**config.mk**
```make
export PLATFORM = sky130hd
export DESIGN_NAME = cmos_fifo_wr_ctrl
export DESIGN_NICKNAME = d
export VERILOG_FILES = /design/src/rtl/cmos_fifo_wr_ctrl.sv
export SDC_FILE = /design/constraint.sdc
export NUM_CORES = 1
export LEC_CHECK = 0
export ABC_AREA = 1
export CORE_UTILIZATION = 58
export DETAILED_ROUTE_END_ITERATION = 8
export PLACE_DENSITY = 0.95
export SLEW_MARGIN = 10
export SYNTH_ARGS = -nofsm -noshare
export SYNTH_HDL_FRONTEND = slang
export SYNTH_SLANG_ARGS = --single-unit
```
**constraint.sdc**
```tcl
create_clock -name wr_clk -period 4 [get_ports wr_clk]
set_input_delay 1 -clock wr_clk [delete_from_list [all_inputs] [get_ports wr_clk]]
set_output_delay 1 -clock wr_clk [all_outputs]
set_load 0.02 [all_outputs]
```
**src/rtl/cmos_fifo_wr_ctrl.sv**
```systemverilog
// cmos_fifo_wr_ctrl
// Packs CMOS pixel bytes (href-qualified, framed by vsync) into FIFO words.
// Bytes fill lanes low to high; a full word is written one cycle after its
// last byte. A short line is flushed zero-padded. A word that falls due while
// the FIFO is full is dropped, the sticky overflow flag is set, and the rest
// of the frame is discarded.
// Build option: define CMOS_FRAME_HEADER_EN to write the header word
// {16'hA5A5, frame_cnt} at the start of every frame.
//
// FIFO handshake: fifo_wr_en is a one-cycle write strobe carrying fifo_din.
// The FIFO's only back-pressure is fifo_full. It is sampled on the clock edge
// where a word falls due. When it is low, the strobe is issued in the
// following cycle. When it is high, no strobe is issued for that word.
module cmos_fifo_wr_ctrl #(
    parameter int PIX_W  = 8,
    parameter int WORD_W = 32,
    parameter int CNT_W  = 24
) (
    input  logic              wr_clk,
    input  logic              rst_n,
    input  logic              enable,
    input  logic              vsync,
    input  logic              href,
    input  logic [PIX_W-1:0]  pix_data,
    input  logic              fifo_full,
    input  logic              ovf_clr,
    output logic              fifo_wr_en,
    output logic [WORD_W-1:0] fifo_din,
    output logic              frame_done,
    output logic              overflow,
    output logic [15:0]       frame_cnt,
    output logic [CNT_W-1:0]  word_cnt,
    output logic              busy,
    output logic [2:0]        state_dbg
);

    localparam int NB  = WORD_W / PIX_W;
    localparam int K_W = (NB > 1) ? $clog2(NB) : 1;
    localparam logic [K_W-1:0] K_LAST = K_W'(NB - 1);

    typedef enum logic [2:0] {
        IDLE    = 3'd0,
        WAIT_FS = 3'd1,
        HEADER  = 3'd2,
        CAPTURE = 3'd3,
        FLUSH   = 3'd4,
        DROP    = 3'd5
    } state_t;

    state_t             state;
    logic               vsync_q;
    logic               href_q;
    logic [K_W-1:0]     k;
    logic [WORD_W-1:0]  word_buf;
    logic               end_pend;

    logic vsync_rise;
    logic vsync_fall;
    logic href_fall;

    // Edge detection against the once-registered sync inputs.
    assign vsync_rise = vsync & ~vsync_q;
    assign vsync_fall = ~vsync & vsync_q;
    assign href_fall  = ~href & href_q;

    // State is exposed directly for observation.
    assign busy      = (state != IDLE);
    assign state_dbg = state;

    // Word counter increments until it reaches all-ones, then stays there.
    function automatic logic [CNT_W-1:0] sat_inc(input logic [CNT_W-1:0] v);
        return (&v) ? v : v + CNT_W'(1);
    endfunction

    // Capture FSM with registered write strobe, data, status and counters.
    always_ff @(posedge wr_clk or negedge rst_n) begin
        if (!rst_n) begin
            state      <= IDLE;
            vsync_q    <= 1'b0;
            href_q     <= 1'b0;
            k          <= '0;
            word_buf   <= '0;
            end_pend   <= 1'b0;
            fifo_wr_en <= 1'b0;
            fifo_din   <= '0;
            frame_done <= 1'b0;
            overflow   <= 1'b0;
            frame_cnt  <= '0;
            word_cnt   <= '0;
        end else begin
            vsync_q    <= vsync;
            href_q     <= href;
            fifo_wr_en <= 1'b0;
            frame_done <= 1'b0;
            // A set further down in the same cycle overrides this clear.
            if (ovf_clr) begin
                overflow <= 1'b0;
            end

            case (state)
                IDLE: begin
                    if (enable) begin
                        state <= WAIT_FS;
                    end
                end

                WAIT_FS: begin
                    if (!enable) begin
                        state <= IDLE;
                    end else if (vsync_fall) begin
                        word_cnt <= '0;
                        k        <= '0;
                        word_buf <= '0;
                        end_pend <= 1'b0;
`ifdef CMOS_FRAME_HEADER_EN
                        state    <= HEADER;
`else
                        state    <= CAPTURE;
`endif
                    end
                end

                HEADER: begin
                    if (fifo_full) begin
                        overflow <= 1'b1;
                        state    <= DROP;
                    end else begin
                        fifo_wr_en <= 1'b1;
                        fifo_din   <= WORD_W'({16'hA5A5, frame_cnt});
                        word_cnt   <= sat_inc(word_cnt);
                        state      <= CAPTURE;
                    end
                end

                CAPTURE: begin
                    if (vsync_rise) begin
                        // The frame ends here. Any partial word goes out first through FLUSH.
                        if (k != '0) begin
                            end_pend <= 1'b1;
                            state    <= FLUSH;
                        end else begin
                            frame_done <= 1'b1;
                            frame_cnt  <= frame_cnt + 16'd1;
                            state      <= enable ? WAIT_FS : IDLE;
                        end
                    end else if (href) begin
                        if (k == K_LAST) begin
                            k        <= '0;
                            word_buf <= '0;
                            if (fifo_full) begin
                                overflow <= 1'b1;
                                state    <= DROP;
                            end else begin
                                fifo_wr_en <= 1'b1;
                                fifo_din   <= {pix_data, word_buf[WORD_W-PIX_W-1:0]};
                                word_cnt   <= sat_inc(word_cnt);
                            end
                        end else begin
                            for (int i = 0; i < NB; i++) begin
                                if (k == K_W'(i)) begin
                                    word_buf[i*PIX_W +: PIX_W] <= pix_data;
                                end
                            end
                            k <= k + K_W'(1);
                        end
                    end else if (href_fall && (k != '0)) begin
                        state <= FLUSH;
                    end
                end

                FLUSH: begin
                    // Unfilled upper lanes of word_buf are already zero.
                    k        <= '0;
                    word_buf <= '0;
                    end_pend <= 1'b0;
                    if (fifo_full) begin
                        overflow <= 1'b1;
                        if (end_pend || vsync_rise) begin
                            frame_done <= 1'b1;
                            state      <= enable ? WAIT_FS : IDLE;
                        end else begin
                            state <= DROP;
                        end
                    end else begin
                        fifo_wr_en <= 1'b1;
                        fifo_din   <= word_buf;
                        word_cnt   <= sat_inc(word_cnt);
                        if (end_pend || vsync_rise) begin
                            frame_done <= 1'b1;
                            frame_cnt  <= frame_cnt + 16'd1;
                            state      <= enable ? WAIT_FS : IDLE;
                        end else begin
                            state <= CAPTURE;
                        end
                    end
                end

                DROP: begin
                    // A dropped frame ends without being counted as completed.
                    k        <= '0;
                    word_buf <= '0;
                    if (vsync_rise) begin
                        frame_done <= 1'b1;
                        state      <= enable ? WAIT_FS : IDLE;
                    end
                end

                default: begin
                    state <= IDLE;
                end
            endcase
        end
    end

endmodule

```
==> impl_metrics.py <==
metrics = {
    "run_status": {
        "outcome": "complete, no violations",
    },
    "critical_path": {
        "start_kind": "input pin",
        "cpMostUsedCell": "nor2_1",
        "crit_buf_inv": 1,
        "required_ns": 4.32,
        "cp-end-kind": "flip-flop",
        "path_max_fanout": 9,
        "cp_top_family": "simple AND/OR/NAND/NOR gates",
        "crit_arrival_ns": 3.21,
        "crit_type": "in -> reg",
        "cp_cell_sequence": "clkdlybuf4s50_1 -> nand2_1 -> o21ai_0 -> nand2_1 -> nor2_1 -> nand2_1 -> nor2_1 -> nor2_1 -> nor2_1",
        "cp_slowest_cell": "nor2_1",
        "slowest_delay_ns": 0.58,
    },
    "layout": {
        "layout.nets": 895,
        "drive_gt1_share_pct": 4.55,
        "syn2layout_area_growth_pct": 21.6,
        "final-seq-area_sq_um": 2680,
        "multi_input_area_sq_um": 2570,
        "fillCellCount": 726,
        "diodes": 0,
    },
    "route": {
        "drc_errors": 0,
        "wl_per_cell_um": 13.9,
        "ant_nets": 0,
        "vias": 5430,
        "drt_iter0_drc": 318,
        "firstDrtPassIters": 5,
        "vias_per_cell": 5.39,
        "drt_wl_total_um": 14000,
    },
    "place": {
        "gp_congestion": 0.893,
        "portBuffers": 93,
        "preCtsSetupSlack_ns": 0.798,
        "hpwl_um": 9780,
    },
    "pwr": {
        "cellPowerDensity_nw_per_um2": 641,
        "p_sw_mw": 2.00,
        "clkPwrFrac_pct": 15.2,
        "p_int_mw": 2.45,
        "finalPower_mw": 4.44,
        "p_leak_nw": 3.23,
        "p_comb_share_pct": 47.8,
        "irDropWorstVdd_uv": 470,
        "sequentialPowerShare_pct": 37.0,
        "switching_share_pct": 44.9,
    },
    "cts": {
        "post_cts_buffers": 0,
        "cts-htree-levels": 3,
        "ctsHoldBuffers": 0,
        "cts_tree": "built",
        "cts.sinks": 107,
        "insertion_delay_ns": 0.38,
        "root_buffer": "clkbuf_8",
        "cts_resized": 0,
        "clock_path_buffers": 2,
        "cts_buffers": 9,
        "clkTransAtPathRegs_ns": 0.11,
    },
    "yosys": {
        "yosysSeqAreaShare_pct": 46.9,
        "synth-seq-cells": 107,
        "syn_nets": 808,
        "syn-cell-area_sq_um": 5700,
        "synth_top_area_share_pct": 46.9,
        "synthTopCellsByArea": "dfrtp_1 47%, nand2_1 16%, nor2_1 7.3%",
        "synth_cells": 787,
        "synth_top_area_cell": "dfrtp_1",
        "yosys_warnings": 0,
        "synth.avg_cell_area_sq_um": 7.25,
        "ys_types": 31,
    },
    "sta": {
        "finalSetupViolCount": 0,
        "slew_viol_final": 0,
        "tightest_slew_ns": 1.01,
        "clock.fmax_ghz": 0.346,
        "layout_setup_ws_ns": 1.11,
        "rsz0062_at_grt": "no",
        "tns_ns": 0,
        "finalCritPeriodShare_pct": 72.3,
        "timing_hold_violations_final": 0,
        "maxSlewHeadroom_pct": 32.6,
        "final.setup_skew_ns": 0.00950,
        "min_period_ns": 2.89,
    },
    "floorplan": {
        "dieArea_sq_um": 10200,
        "ios": 94,
        "start_util_pct": 60.9,
        "die_w_um": 101,
        "core_area_sq_um": 9370,
        "core.rowCount": 35,
        "die_h_um": 101,
    },
    "min_path": {
        "min_path_type": "reg -> reg",
    },
    "global_routing": {
        "grt_usage_pct": 29.4,
        "grt_pass1_vias": 5179,
        "grt_max_degree": 83,
        "grt_overflow": 0,
        "grt_first_pass_wirelength_um": 23500,
        "antenna_found_initial": 0,
    },
    "job": {
        "max_cap_violations": 0,
    },
}
[cell type report]
| class | count | area share, % |
|---|---|---|
| Tap cell | 129 | 2.33 |
| Clock buffer | 12 | 2.24 |
| Clock inverter | 4 | 0.613 |
| Timing Repair Buffer | 100 | 14.3 |
| Sequential cell | 107 | 38.6 |
| Multi-Input combinational cell | 566 | 37.0 |
| Inverter | 90 | 4.87 |
[placed cells by master (no fill, tap or decap)]
master,count
clkbuf_8,11
inv_2,3
o21a_1,1
inv_6,2
nand4_1,5
clkinv_8,1
buf_12,1
ha_1,6
nor3_1,17
o21ai_0,67
inv_1,87
a21oi_1,36
o22ai_1,2
buf_4,7
o21ai_1,7
xnor2_1,4
nand2_1,242
nor3_4,1
clkdlybuf4s50_1,92
o221ai_1,1
xor2_1,11
nor2_1,111
dfrtp_1,107
and2_1,1
nor2_2,6
nor3b_1,1
nand3_2,3
nand3_1,37
or2_2,1
a21boi_0,1
a21oi_2,1
clkinv_4,1
nand3b_1,2
clkbuf_1,1
o21ai_2,1
nor2_4,1
[Yosys cell counts (all sizes together)]
cell type,number
xor2,11
nor3b,1
nand3,40
nor3,18
or2,1
o22ai,2
ha,6
nand3b,2
nand2,242
and2,1
o21a,1
a21boi,1
dfrtp,107
nor2,118
nand4,5
xnor2,4
a21oi,37
inv,90
o221ai,1
o21ai,75
clkbuf,6
buf,18
[power groups by stage]
stage | registers [mW] | clock network [mW] | logic, mW
after floorplan | 1.88 | 0 | 1.06
after detailed placement | 1.65 | 0 | 2.10
final | 1.65 | 0.674 | 2.13
after global routing | 1.68 | 0.710 | 2.33
after global placement | 1.66 | 0 | 2.02
after CTS | 1.64 | 0.671 | 2.12
[stage by stage]
step | hold slack [ns] | instance area, sq um | utilization, % | instances
floorplan | 0.460 | 5700 | - | 787
global placement | 0.482 | 6740 | 71.9 | 992
detailed placement | 0.481 | 6740 | 71.9 | 992
CTS | 0.510 | 6940 | 74.0 | 1008
global route | 0.555 | 6940 | 74.0 | 1008
finish | 0.512 | 6940 | 74.0 | 1008
[metal layers]
layer / global-route usage [%] / part of all wire, % / up-vias
met4: 11.8 / 2.1 / 0
met2: 50.7 / 49 / 209
met3: 4.07 / 6.5 / 31
met1: 37.6 / 42 / 2543
met5: 0 / 0 / -
li1: - / - / 2647
[worst reg2reg max path: stages, from the launching register on]
cell	delay [ns]
dfrtp_1	0.52
nor2_4	0.18
nand2_1	0.12
nand2_1	0.55
nand2_1	0.11
nor2_1	0.57
nand2_1	0.22
nor2_1	0.17
nor2_1	0.06
nor2_1	0.08
[path summary, 6_finish.rpt]
path                               from           end  slack (ns)  cells past startpoint
hold reg to reg            word_buf[16]  word_buf[16]        0.51                      2
setup / recovery                  vsync  frame_cnt[9]        1.11                      9
max in group asynchronous         rst_n  fifo_din[31]        2.46                      2
setup reg to reg           state_dbg[0]  frame_cnt[9]        1.35                      9
min in group asynchronous         rst_n    frame_done        0.77                      1
hold / removal             word_buf[16]  word_buf[16]        0.51                      2
[kinds of logic (layout without fill, tap and decap cells)]
group	count (synthesis)	count (layout)	share of synthesized area, %
buf+inv	114	206	8.16
compound gates	117	117	10.6
fa+ha+maj	6	6	1.32
simple gates	428	428	30.7
flops	107	107	46.9
xor+xnor	15	15	2.30
[registers in the layout, summed over array words and instances, names as in the netlist, 2 cells and up]
signal / flops
fifo_din: 32
frame_cnt: 16
k: 2
state_dbg: 3
word_buf: 24
word_cnt: 24
Power figures use the tool's default switching activity.
